[src/rtl/hazard_pkg.sv]
// hazard_pkg: shared types for the hazard controller.
//   - opcode constants and instruction class enum
//   - shadow-pipeline entry struct (valid, class, dst, latched rs/rt)
//   - forwarding-select encoding
//   - small decode helpers used by the top and its shadow stages
package hazard_pkg;

  localparam int HZ_RA_W = 5;  // register-address width carried in entries
  localparam int NUM_STG = 3;  // EX, MEM, WB
  localparam int STG_EX  = 0;
  localparam int STG_MEM = 1;
  localparam int STG_WB  = 2;

  localparam logic [5:0] OP_ALU   = 6'b000000;
  localparam logic [5:0] OP_CMP   = 6'b111110;
  localparam logic [5:0] OP_LOAD  = 6'b100011;
  localparam logic [5:0] OP_STORE = 6'b101011;

  typedef logic [HZ_RA_W-1:0] ra_t;

  typedef enum logic [2:0] {
    CLS_ALU,
    CLS_CMP,
    CLS_LOAD,
    CLS_STORE,
    CLS_OTHER
  } cls_e;

  // rs/rt hold zero when the instruction does not read that field, and dst
  // holds zero when there is no destination; a zero register never matches.
  typedef struct packed {
    logic valid;
    cls_e cls;
    ra_t  dst;
    ra_t  rs;
    ra_t  rt;
  } entry_t;

  typedef enum logic [1:0] {
    FWD_RF     = 2'b00,
    FWD_EXMEM  = 2'b01,
    FWD_WB_ALU = 2'b10,
    FWD_WB_LD  = 2'b11
  } fwd_e;

  function automatic cls_e op_class(input logic [5:0] op);
    cls_e c;
    case (op)
      OP_ALU:   c = CLS_ALU;
      OP_CMP:   c = CLS_CMP;
      OP_LOAD:  c = CLS_LOAD;
      OP_STORE: c = CLS_STORE;
      default:  c = CLS_OTHER;
    endcase
    return c;
  endfunction

  function automatic logic alu_like(input cls_e c);
    return (c == CLS_ALU) || (c == CLS_CMP);
  endfunction

  function automatic logic reads_rt(input cls_e c);
    return (c == CLS_ALU) || (c == CLS_CMP) || (c == CLS_STORE);
  endfunction

  // EX/MEM wins over MEM/WB; register 0 is never forwarded.
  function automatic fwd_e fwd_pick(input ra_t r, input entry_t mem, input entry_t wb);
    fwd_e s;
    s = FWD_RF;
    if (r != '0) begin
      if (mem.valid && alu_like(mem.cls) && (mem.dst == r))
        s = FWD_EXMEM;
      else if (wb.valid && (wb.dst == r)) begin
        if (alu_like(wb.cls))        s = FWD_WB_ALU;
        else if (wb.cls == CLS_LOAD) s = FWD_WB_LD;
      end
    end
    return s;
  endfunction

endpackage

[src/rtl/hz_shadow_stage.sv]
// hz_shadow_stage: one entry of the shadow pipeline.
//   clk, rst_n : clock, async active-low reset (clears the entry)
//   hold_i     : keep the current entry
//   load_i     : capture d_i; when low a bubble (all-zero entry) is captured
//   d_i / q_o  : incoming / registered entry
module hz_shadow_stage
  import hazard_pkg::*;
(
  input  logic   clk,
  input  logic   rst_n,
  input  logic   hold_i,
  input  logic   load_i,
  input  entry_t d_i,
  output entry_t q_o
);

  entry_t ent_q, ent_d;

  always_comb begin
    ent_d = ent_q;
    if (!hold_i) ent_d = load_i ? d_i : '0;
  end

  always_ff @(posedge clk or negedge rst_n) begin
    if (!rst_n) ent_q <= '0;
    else        ent_q <= ent_d;
  end

  assign q_o = ent_q;

endmodule

[src/rtl/hazard_ctrl.sv]
// hazard_ctrl: load-use stall and operand-forwarding control for a 5-stage
// pipeline. A shadow copy of EX/MEM/WB tracks class and destination of the
// in-flight instructions; stall and forwarding selects are combinational
// from id_ir and that shadow state.
//   clk, rst_n           : clock, async active-low reset
//   id_valid, id_ir      : ID-stage instruction
//   flush                : squash the ID instruction (bubble into EX)
//   hold                 : freeze the whole pipeline (no stall asserted)
//   stall                : freeze PC and IF/ID, bubble into EX
//   fwd_a_sel, fwd_b_sel : EX operand source (see fwd_e)
//   stall_cnt            : saturating count of stall cycles, present only
//                          when HAZARD_PERF_EN is defined
module hazard_ctrl
  import hazard_pkg::*;
#(
  parameter int RA_W = 5,
  parameter int IR_W = 32
) (
  input  logic            clk,
  input  logic            rst_n,
  input  logic            id_valid,
  input  logic [IR_W-1:0] id_ir,
  input  logic            flush,
  input  logic            hold,
  output logic            stall,
  output logic [1:0]      fwd_a_sel,
  output logic [1:0]      fwd_b_sel
`ifdef HAZARD_PERF_EN
  ,
  output logic [15:0]     stall_cnt
`endif
);

  // ID decode
  logic [5:0]      id_op;
  logic [RA_W-1:0] id_rs, id_rt, id_rd;
  entry_t          id_ent;

  assign id_op = id_ir[IR_W-1 -: 6];
  assign id_rs = id_ir[21 +: RA_W];
  assign id_rt = id_ir[16 +: RA_W];
  assign id_rd = id_ir[11 +: RA_W];

  always_comb begin
    id_ent       = '0;
    id_ent.valid = 1'b1;  // qualified by the EX stage load enable
    id_ent.cls   = op_class(id_op);
    case (id_ent.cls)
      CLS_ALU, CLS_CMP: id_ent.dst = id_rd;
      CLS_LOAD:         id_ent.dst = id_rt;
      default:          id_ent.dst = '0;
    endcase
    if (id_ent.cls != CLS_OTHER) id_ent.rs = id_rs;
    if (reads_rt(id_ent.cls))    id_ent.rt = id_rt;
  end

  // Shadow pipeline
  entry_t [NUM_STG-1:0] stg_d, stg_q;
  logic   [NUM_STG-1:0] stg_ld;
  logic                 ld_use;
  entry_t               ex_q;

  assign ex_q = stg_q[STG_EX];

  // Unread fields hold zero and dst is nonzero, so plain equality suffices.
  assign ld_use = id_valid && ex_q.valid && (ex_q.cls == CLS_LOAD) &&
                  (ex_q.dst != '0) &&
                  ((id_ent.rs == ex_q.dst) || (id_ent.rt == ex_q.dst));

  assign stall = ld_use && !flush && !hold;

  // Only EX can take a bubble from the ID side; later stages always shift,
  // the bubble travelling as valid=0.
  assign stg_d[STG_EX]         = id_ent;
  assign stg_d[NUM_STG-1:1]    = stg_q[NUM_STG-2:0];
  assign stg_ld[STG_EX]        = id_valid && !stall && !flush;
  assign stg_ld[NUM_STG-1:1]   = '1;

  for (genvar g = 0; g < NUM_STG; g++) begin : g_stg
    hz_shadow_stage u_stg (
      .clk    (clk),
      .rst_n  (rst_n),
      .hold_i (hold),
      .load_i (stg_ld[g]),
      .d_i    (stg_d[g]),
      .q_o    (stg_q[g])
    );
  end

  // Forwarding for the instruction currently in EX
  ra_t op_a, op_b;
  assign op_a = ex_q.valid ? ex_q.rs : '0;
  assign op_b = ex_q.valid ? ex_q.rt : '0;

  assign fwd_a_sel = fwd_pick(op_a, stg_q[STG_MEM], stg_q[STG_WB]);
  assign fwd_b_sel = fwd_pick(op_b, stg_q[STG_MEM], stg_q[STG_WB]);

  logic unused_bits;
  assign unused_bits = ^{id_ir[10:0], stg_q[STG_WB].rs, stg_q[STG_WB].rt};

`ifdef HAZARD_PERF_EN
  logic [15:0] stall_cnt_q, stall_cnt_d;

  always_comb begin
    stall_cnt_d = stall_cnt_q;
    if (stall && (stall_cnt_q != 16'hFFFF)) stall_cnt_d = stall_cnt_q + 16'd1;
  end

  always_ff @(posedge clk or negedge rst_n) begin
    if (!rst_n) stall_cnt_q <= '0;
    else        stall_cnt_q <= stall_cnt_d;
  end

  assign stall_cnt = stall_cnt_q;
`endif

endmodule

[config.mk]
export PLATFORM = sky130hd
export DESIGN_NAME = hazard_ctrl
export DESIGN_NICKNAME = d
export VERILOG_FILES = /design/src/rtl/hazard_pkg.sv /design/src/rtl/hz_shadow_stage.sv /design/src/rtl/hazard_ctrl.sv
export SDC_FILE = /design/constraint.sdc
export NUM_CORES = 1
export LEC_CHECK = 0
export BUFFER_PORTS_ARGS = -buffer_cell sky130_fd_sc_hd__buf_2
export CAP_MARGIN = 10
export CORE_MARGIN = 2
export CORE_UTILIZATION = 48
export CTS_CLUSTER_SIZE = 30
export DETAILED_ROUTE_END_ITERATION = 8
export GPL_TIMING_DRIVEN = 0
export PLACE_DENSITY = 0.7
export SLEW_MARGIN = 20
export SYNTH_ARGS = -nofsm -noshare
export SYNTH_HDL_FRONTEND = slang
export SYNTH_SLANG_ARGS = --single-unit
[constraint.sdc]
create_clock -name clk -period 2.05 [get_ports clk]
set_input_delay 0.205 -clock clk [delete_from_list [all_inputs] [get_ports clk]]
set_output_delay 0.205 -clock clk [all_outputs]
set_load 0.01 [all_outputs]
==> flow_summary.yaml, run 1 <==
yosys:
  syn-cell-area_um2: 2520
  avgSynthCellArea_um2: 9.13
  yosysSeqAreaShare: 0.368
  ys_ff_latch: 37
  synth_enable_flop_cells: 0
  synthFlopType: "dfrtp_1"
  synthMuxAreaShare: 0.0755
  synth_simple_gate_area_frac: 0.204
  yosysTopAreaCell: "dfrtp_1"
  synth_top_area_frac: 0.368
  synth_xor_area_frac: 0.0591
  synth_fa_ha_area_frac: 0
  synthesis.nets: 313
  synth_cells: 276
  yosys-top-cells-count: "dfrtp_1 (37), nand3_1 (31), nand2_1 (21)"
  synth_most_common_cell: "dfrtp_1"
  synth_compound_area_frac: 0.251
  synth_area_leaders: "dfrtp_1 (37%), mux2_2 (7.2%), nand3_1 (6.2%)"
  async_flop_share: 1.00
  synth_cell_type_count: 46
  synth_top_family_by_area: "compound AO/OA/AOI/OAI gates"
  yosysWarnings: 0
layout:
  fillers: 455
  areaGrowthSynthToFinish_pct: 26.0
  largest_reg_flops: 37
  drive_gt1_frac: 0.418
  nNetsFinal: 366
  multi_input_comb_area_um2: 1630
  fin_area_um2: 3170
  seq_area_um2: 942
  insertedDiodeCount: 0
grt:
  grt_use_total: 0.240
  grt_pass1_vias: 2300
  antenna_found_initial: 0
  grt_first_pass_wirelength_um: 11200
  grt_max_degree: 38
  grt-ovfl-total: 0
floorplanning:
  die_w_um: 76.4
  num_rows: 26
  io_pins: 42
  core_region_area_um2: 5070
  dieArea_um2: 5840
  start_util: 0.496
  die_y_um: 76.4
pwr:
  clkPwrFrac: 0.337
  p_sw_frac: 0.287
  peakVddDrop_uv: 344
  p_int_mw: 1.09
  p_sw_uw: 437
  power.density_nw_per_um2: 480
  power_leakage_nw: 1.47
  combPwrFrac: 0.157
  seqPwrFrac: 0.506
worst_setup_path:
  cp-start-kind: "register"
  worstPathMaxFanout: 4
  regToRegSetupSlack_ns: 0.24
  crit_arrival_ns: 2.04
  crit_slowest_cell: "dfrtp_2"
  cp.required_ns: 1.85
  cp-end-kind: "output pin"
  path_buf_inv: 2
  path_class: "reg -> out"
  slowest_delay_ns: 0.44
  cp_cell_sequence: "buf_4, xnor2_1, nand3_1, o21ai_2, a21oi_2, or4_4, nor3b_1, buf_2"
  cp_top_family: "simple AND/OR/NAND/NOR gates"
status:
  outcome: "complete, but fails checks"
  violations: "negative setup slack"
clocking:
  numCtsBuffers: 5
  cts_tree: "built"
  clk_path_buf_depth: 2
  htreeDepth: 2
  clock_tree.root_cell: "clkbuf_8"
  clk_pin_slew_ns: 0.08
  clk_latency_ns: 0.30
  holdBufCountCts: 0
  numClockSinks: 37
sta:
  final.period_utilization: 1.09
  slew_violations: 0
  worst_pin_slew_ns: 0.861
  fin_ws_ns: -0.194
  finalClockSkew_ns: 0.0114
  fmax_ghz: 0.446
  min_period_ns: 2.24
  setup_violations: 5
  relSlewSlack: 0.426
  holdWs_ns: 0.0154
  hold_viol_final: 0
  rsz0062_at_grt: "yes"
routing:
  first_pass_iters: 4
  vias_per_cell: 6.03
  drt-total-wl_um: 6750
  ant_nets: 0
  drcViolationCount: 0
  dr_total_vias: 2412
  drtIter0Drc: 136
  wl_per_cell_um: 16.9
placed_design:
  place.gp.congestion: 0.878
  dpl_cell_area_um2: 2760
  dp_hpwl_um: 4580
  portBuffers: 30
  place_ws_ns: -0.241
min_path:
  hold_class: "in -> async"
flow_run:
  cap_viol_max_count: 0
-- cell type report --
class	count	area share
Buffer	13	0.0244
Clock buffer	6	0.0229
Clock inverter	2	0.00315
Inverter	4	0.00473
Multi-Input combinational cell	214	0.515
Sequential cell	37	0.297
Tap cell	70	0.0276
Timing Repair Buffer	54	0.105
-- power by group through the flow --
stage	Clock (mW)	Combinational (mW)	Sequential, mW
finish	0.514	0.240	0.770
global route	0.553	0.263	0.773
CTS	0.523	0.226	0.770
detailed placement	0	0.205	0.783
global placement	0	0.204	0.782
floorplan	0	0.123	0.776
-- final timing paths --
check,start,endpoint,depth (start not counted)
setup / recovery,g_stg[0].u_stg.q_o[9],fwd_a_sel[1],8
max in group asynchronous,rst_n,g_stg[0].u_stg.q_o[7],1
min in group clk,id_ir[25],g_stg[0].u_stg.q_o[9],3
hold reg to reg,g_stg[1].u_stg.q_o[15],g_stg[2].u_stg.q_o[15],1
hold / removal,rst_n,g_stg[0].u_stg.q_o[15],1
setup reg to reg,g_stg[0].u_stg.q_o[13],g_stg[0].u_stg.q_o[8],7
-- layer usage --
layer	global-route usage	wire length, µm
met1	0.322	3040
met2	0.381	3210
met3	0.0498	324
met4	0.0945	172
met5	0	0
-- cells in the final DEF (no fill, tap or decap), drive strengths merged, types with 2 or more instances in the layout --
cell type,n
a211oi,2
a21oi,4
a22o,8
a22oi,5
a32oi,12
and2,6
buf,59
clkbuf,14
clkinv,2
dfrtp,37
inv,4
mux2,16
nand2,21
nand3,31
nand3b,6
nor2,15
nor3,6
nor3b,3
o2111ai,6
o211ai,3
o21ai,29
o22ai,5
o41ai,2
or2,3
or4,3
xnor2,11
xor2,6
-- through the flow --
step | power [mW] | utilization | instances | setup TNS, ns
finish | 1.52 | 0.625 | 400 | -0.639
global route | 1.59 | 0.625 | 400 | -1.07
global placement | 0.986 | 0.543 | 376 | -1.02
floorplan | 0.899 | - | 276 | 0
CTS | 1.52 | 0.600 | 394 | -0.579
detailed placement | 0.988 | 0.543 | 376 | -1.08
-- kinds of logic after synthesis --
| kind of cell | count (synthesis) |
|---|---|
| multiplexers | 17 |
| AND/OR/NAND/NOR | 99 |
| XOR/XNOR | 17 |
| buffers and inverters | 25 |
| AO/OA/AOI/OAI | 81 |
| flip-flops | 37 |
-- what timing repair did --
action	4_1_cts	5_1_grt
buffers inserted	17	7
setup endpoints to repair	5	5
resized for setup	37	20
pin swaps	15	14
(Power assumes the default switching activity.)
==> run 2: changes to the inputs <==
REMOVE_ABC_BUFFERS = 1   (was unset)
SKIP_CTS_REPAIR_TIMING = 1   (was unset)
==> run 2 against run 1 <==
Compared with the run above: the flow still finishes with violations (negative setup slack); power up 9.2%; utilization up 0.17 points; clock skew down 0.0010 ns; critical path depth down 1; non-clock buffer count down 4; via count down 2.8%; critical endpoint unchanged; clock power up 29%; sequential power about the same; die area unchanged; global-route usage down 2.7 points; final cell count down 1.0%.
==> flow_summary.yaml, run 2 (synthesis results as in run 1) <==
layout:
  areaGrowthSynthToFinish_pct: 26.3
  fin_cells: 396
  layout_common_cells: "buf_4 (33), nand3_1 (31), buf_2 (28)"
  final_common_cell: "buf_4"
  drive_gt1_frac: 0.420
  nNetsFinal: 362
  largest_reg_flops: 37
  fin_area_um2: 3180
  insertedDiodeCount: 0
grt:
  grtUsageMet3: 0.0308
  busiest_layer: "met2"
  antenna_found_initial: 0
  grt_use_total: 0.213
  grt_pass1_vias: 2068
  use_met1: 0.296
  grt_max_degree: 41
  use_met2: 0.335
  grt-ovfl-total: 0
  grt_first_pass_wirelength_um: 10100
routing:
  drt-total-wl_um: 6310
  vias_per_cell: 5.92
  ant_nets: 0
  dr_total_vias: 2344
  drtIter0Drc: 113
  drcViolationCount: 0
  wl_per_cell_um: 15.9
  first_pass_iters: 4
floorplanning:
  num_rows: 26
  die_y_um: 76.4
  core_region_area_um2: 5070
  die_w_um: 76.4
  io_pins: 42
  start_util: 0.496
  dieArea_um2: 5840
sta:
  finalClockSkew_ns: 0.0104
  fmax_ghz: 0.440
  min_period_ns: 2.27
  worst_pin_slew_ns: 0.820
  fin_ws_ns: -0.222
  slew_violations: 0
  holdWs_ns: 0.0103
  hold_viol_final: 0
  final.period_utilization: 1.11
  rsz0062_at_grt: "yes"
  relSlewSlack: 0.453
  setup_violations: 5
worst_setup_path:
  worstPathMaxFanout: 5
  crit_arrival_ns: 2.07
  slowest_delay_ns: 0.55
  cp_cell_sequence: "xnor2_1, nand3_1, o21ai_0, a22oi_1, or4_1, nor3b_1, buf_2"
  cp.required_ns: 1.85
  path_buf_inv: 1
  cp-start-kind: "register"
  path_class: "reg -> out"
  crit_slowest_cell: "or4_1"
  cp_top_family: "simple AND/OR/NAND/NOR gates"
  cp-end-kind: "output pin"
placed_design:
  dpl_cell_area_um2: 2690
  numPlacedInstances: 357
  place.gp.congestion: 0.769
  portBuffers: 30
  place_ws_ns: -0.539
  dp_hpwl_um: 4050
pwr:
  p_total_mw: 1.66
  power_leakage_nw: 1.48
  peakVddDrop_uv: 264
  power.density_nw_per_um2: 523
clocking:
  numCtsBuffers: 5
  clock_tree.root_cell: "clkbuf_8"
  htreeDepth: 2
  clk_pin_slew_ns: 0.08
  numClockSinks: 37
  clk_path_buf_depth: 2
  cts_tree: "built"
  clk_latency_ns: 0.29
flow_run:
  cap_viol_max_count: 0
status:
  violations: "negative setup slack"
  outcome: "complete, but fails checks"
min_path:
  hold_class: "in -> async"
-- run 2: path summary, 6_finish.rpt --
path	start	to	slack, ns	cells after the start
max	g_stg[1].u_stg.q_o[13]	fwd_a_sel[1]	-0.22	7
min	rst_n	g_stg[2].u_stg.q_o[15]	0.01	1
max reg2reg	g_stg[0].u_stg.q_o[13]	g_stg[0].u_stg.q_o[7]	0.23	6
min reg2reg	g_stg[1].u_stg.q_o[15]	g_stg[2].u_stg.q_o[15]	0.52	1
max in group asynchronous	rst_n	g_stg[0].u_stg.q_o[18]	1.44	1
min in group clk	id_ir[24]	g_stg[0].u_stg.q_o[8]	0.18	3
-- run 2: cell type report --
class	count	area, µm²
repair buffers	63	410
well taps	70	87.6
multi-input cells	214	1610
inverters	4	15.0
clock inverters	1	30.0
flip-flops and latches	37	946
clock buffers	7	86.3
fillers	446	1890
-- run 2: stage by stage --
step           setup TNS [ns]  utilization
3_3_place_gp           -31.27        0.525
5_1_grt                 -1.25        0.627
4_1_cts                 -4.08        0.552
6_report               -0.816        0.627
3_5_place_dp            -5.71        0.529
2_1_floorplan           -7.08            -
-- run 2: routing by layer --
layer / up-vias / share of wire
met2: 62 / 0.48
li1: 1137 / -
met5: - / 0
met3: 11 / 0.038
met4: 0 / 0.019
met1: 1134 / 0.46
-- run 2: where the power goes --
group	internal, mW	switching, mW	total [mW]
Sequential	0.750	0.0221	0.773
Combinational	0.0970	0.131	0.228
Clock	0.397	0.266	0.663
Total	1.24	0.419	1.66
-- run 2: worst reg2reg max path, stage by stage, from the launching register on --
cell and delay, ns:
dfrtp_1 0.48, nor2_1 0.14, nand2_1 0.08, nand4_1 0.32
nor2b_2 0.32, a32oi_1 0.27, o21ai_2 0.08
==> run 3: changes to the inputs <==
CORE_ASPECT_RATIO = 1.4   (was unset)
SETUP_SLACK_MARGIN = 0.05   (was unset)
==> run 3 against run 2 <==
Compared with the run above: the flow still finishes with violations (negative setup slack); register-to-register slack got worse by 0.03 ns; sequential share of layout area decreased by 0.68 points; critical path depth down 1; worst hold slack improved by 0.0035 ns; design area grew 2.5%; largest power group unchanged; clock skew fell by 0.0057 ns; first-iteration DRC count decreased by 4.4%; global-route usage rose by 0.47 points; die area increased by 0.15%; fmax rose by 2.0%; flip-flop and latch count unchanged; final cell count increased by 0.76%.
==> flow_summary.yaml, run 3 (synthesis results as in run 1) <==
worst_setup_path:
  cp.required_ns: 1.85
  path_buf_inv: 1
  slowest_delay_ns: 0.44
  cp_cell_sequence: "or2_4, a211oi_2, a21oi_1, or4_4, nor3b_2, buf_2"
  cp-start-kind: "register"
  regToRegSetupSlack_ns: 0.20
  path_class: "reg -> out"
  worstPathMaxFanout: 4
  cp_top_family: "simple AND/OR/NAND/NOR gates"
  cp-end-kind: "output pin"
  crit_arrival_ns: 2.02
  r2r-end: "g_stg[0].u_stg.q_o[8]"
  r2r_start: "g_stg[0].u_stg.q_o[10]"
  worst_r2r_path_depth: 7
  crit_slowest_cell: "dfrtp_2"
sta:
  hold_viol_final: 0
  relSlewSlack: 0.449
  min_period_ns: 2.23
  worst_pin_slew_ns: 0.827
  rsz0062_at_grt: "yes"
  fin_setup_tns_ns: -0.575
  fin_ws_ns: -0.178
  final.period_utilization: 1.09
  slew_violations: 0
  setup_violations: 5
  finalClockSkew_ns: 0.00476
  fmax_ghz: 0.449
layout:
  largest_reg_flops: 37
  layout_common_cells: "buf_4 (37), nand3_1 (31), buf_2 (28)"
  nNetsFinal: 369
  final_common_cell: "buf_4"
  seq_area_um2: 947
  multi_input_comb_area_um2: 1630
  insertedDiodeCount: 0
  final_core_util: 0.637
  fin_cells: 399
  fillers: 441
  areaGrowthSynthToFinish_pct: 29.5
  drive_gt1_frac: 0.447
placed_design:
  numPlacedInstances: 353
  place.gp.congestion: 0.816
  dp_hpwl_um: 4220
  portBuffers: 30
floorplanning:
  dieArea_um2: 5850
  io_pins: 42
  die_w_um: 65.2
  start_util: 0.492
  num_rows: 31
  core_region_area_um2: 5120
  die_y_um: 89.7
routing:
  vias_per_cell: 5.97
  wl_per_cell_um: 16.6
  first_pass_iters: 4
  drtIter0Drc: 108
  ant_nets: 0
  drcViolationCount: 0
  dr_total_vias: 2384
  drt-total-wl_um: 6620
flow_run:
  cap_viol_max_count: 0
clocking:
  cts_tree: "built"
  clock_tree.root_cell: "clkbuf_8"
  htreeDepth: 2
  clk_path_buf_depth: 2
  numClockSinks: 37
  clk_latency_ns: 0.28
  clk_pin_slew_ns: 0.07
  numCtsBuffers: 5
grt:
  grt_use_total: 0.218
  grt_first_pass_wirelength_um: 10100
  grt_max_degree: 41
  antenna_found_initial: 0
  grt-ovfl-total: 0
  grt_pass1_vias: 2083
status:
  outcome: "complete, but fails checks"
  violations: "negative setup slack"
pwr:
  power_leakage_nw: 1.52
  peakVddDrop_uv: 307
  power.density_nw_per_um2: 484
min_path:
  hold_class: "in -> async"
[run 3: worst max-delay path by stage]
| stage | startpoint | endpoint | cells after the start | slack, ns |
|---|---|---|---|---|
| finish | g_stg[0].u_stg.q_o[5] | fwd_a_sel[1] | 6 | -0.18 |
| global route | g_stg[0].u_stg.q_o[5] | fwd_a_sel[1] | 6 | -0.25 |
| CTS | g_stg[0].u_stg.q_o[18] | fwd_b_sel[1] | 6 | -0.39 |
| detailed placement | id_ir[28] | g_stg[0].u_stg.q_o[5] | 7 | -0.49 |
| global placement | hold | stall | 4 | -1.63 |
| floorplan | hold | stall | 2 | -0.44 |
[run 3: power by group]
group / internal (mW) / leakage, nW / total (mW) / switching (mW)
sequential: 0.751 / 0.486 / 0.773 / 0.0227
combinational: 0.109 / 0.983 / 0.245 / 0.137
clock: 0.304 / 0.0542 / 0.560 / 0.256
[run 3: metal layers]
layer / track usage / vias to the layer above / wire, µm
li1: - / 1152 / -
met1: 0.282 / 1157 / 2650
met2: 0.366 / 64 / 3630
met3: 0.0238 / 11 / 198
met4: 0.0868 / 0 / 133
met5: 0 / - / 0
[run 3: worst reg2reg max path: stages (launching register included)]
cell and delay [ns]:
dfrtp_2 0.46, nor3_2 0.32, nand2_1 0.13, nand4_1 0.17, buf_4 0.18, nor2b_2 0.26, a32oi_1 0.15, o21ai_2 0.11
[run 3: per-stage QoR]
stage                     cell area [µm²]  power [mW]  setup slack [ns]  hold WS, ns
after global placement               2660       0.970             -1.63        0.336
after detailed placement             2680       0.977            -0.495        0.349
after CTS                            2780        1.53            -0.392       0.0381
final                                3260        1.58            -0.178       0.0138
after global routing                 3260        1.65            -0.248       0.0779
after floorplan                      2430       0.881            -0.442      -0.0906
[run 3: final cells by class]
cell class | instances | area share
multi-input combinational | 214 | 0.500
clock inverter | 1 | 0.00153
tap | 66 | 0.0253
clock buffer | 7 | 0.0295
sequential | 37 | 0.290
inverter | 4 | 0.00460
timing repair buffer | 70 | 0.148
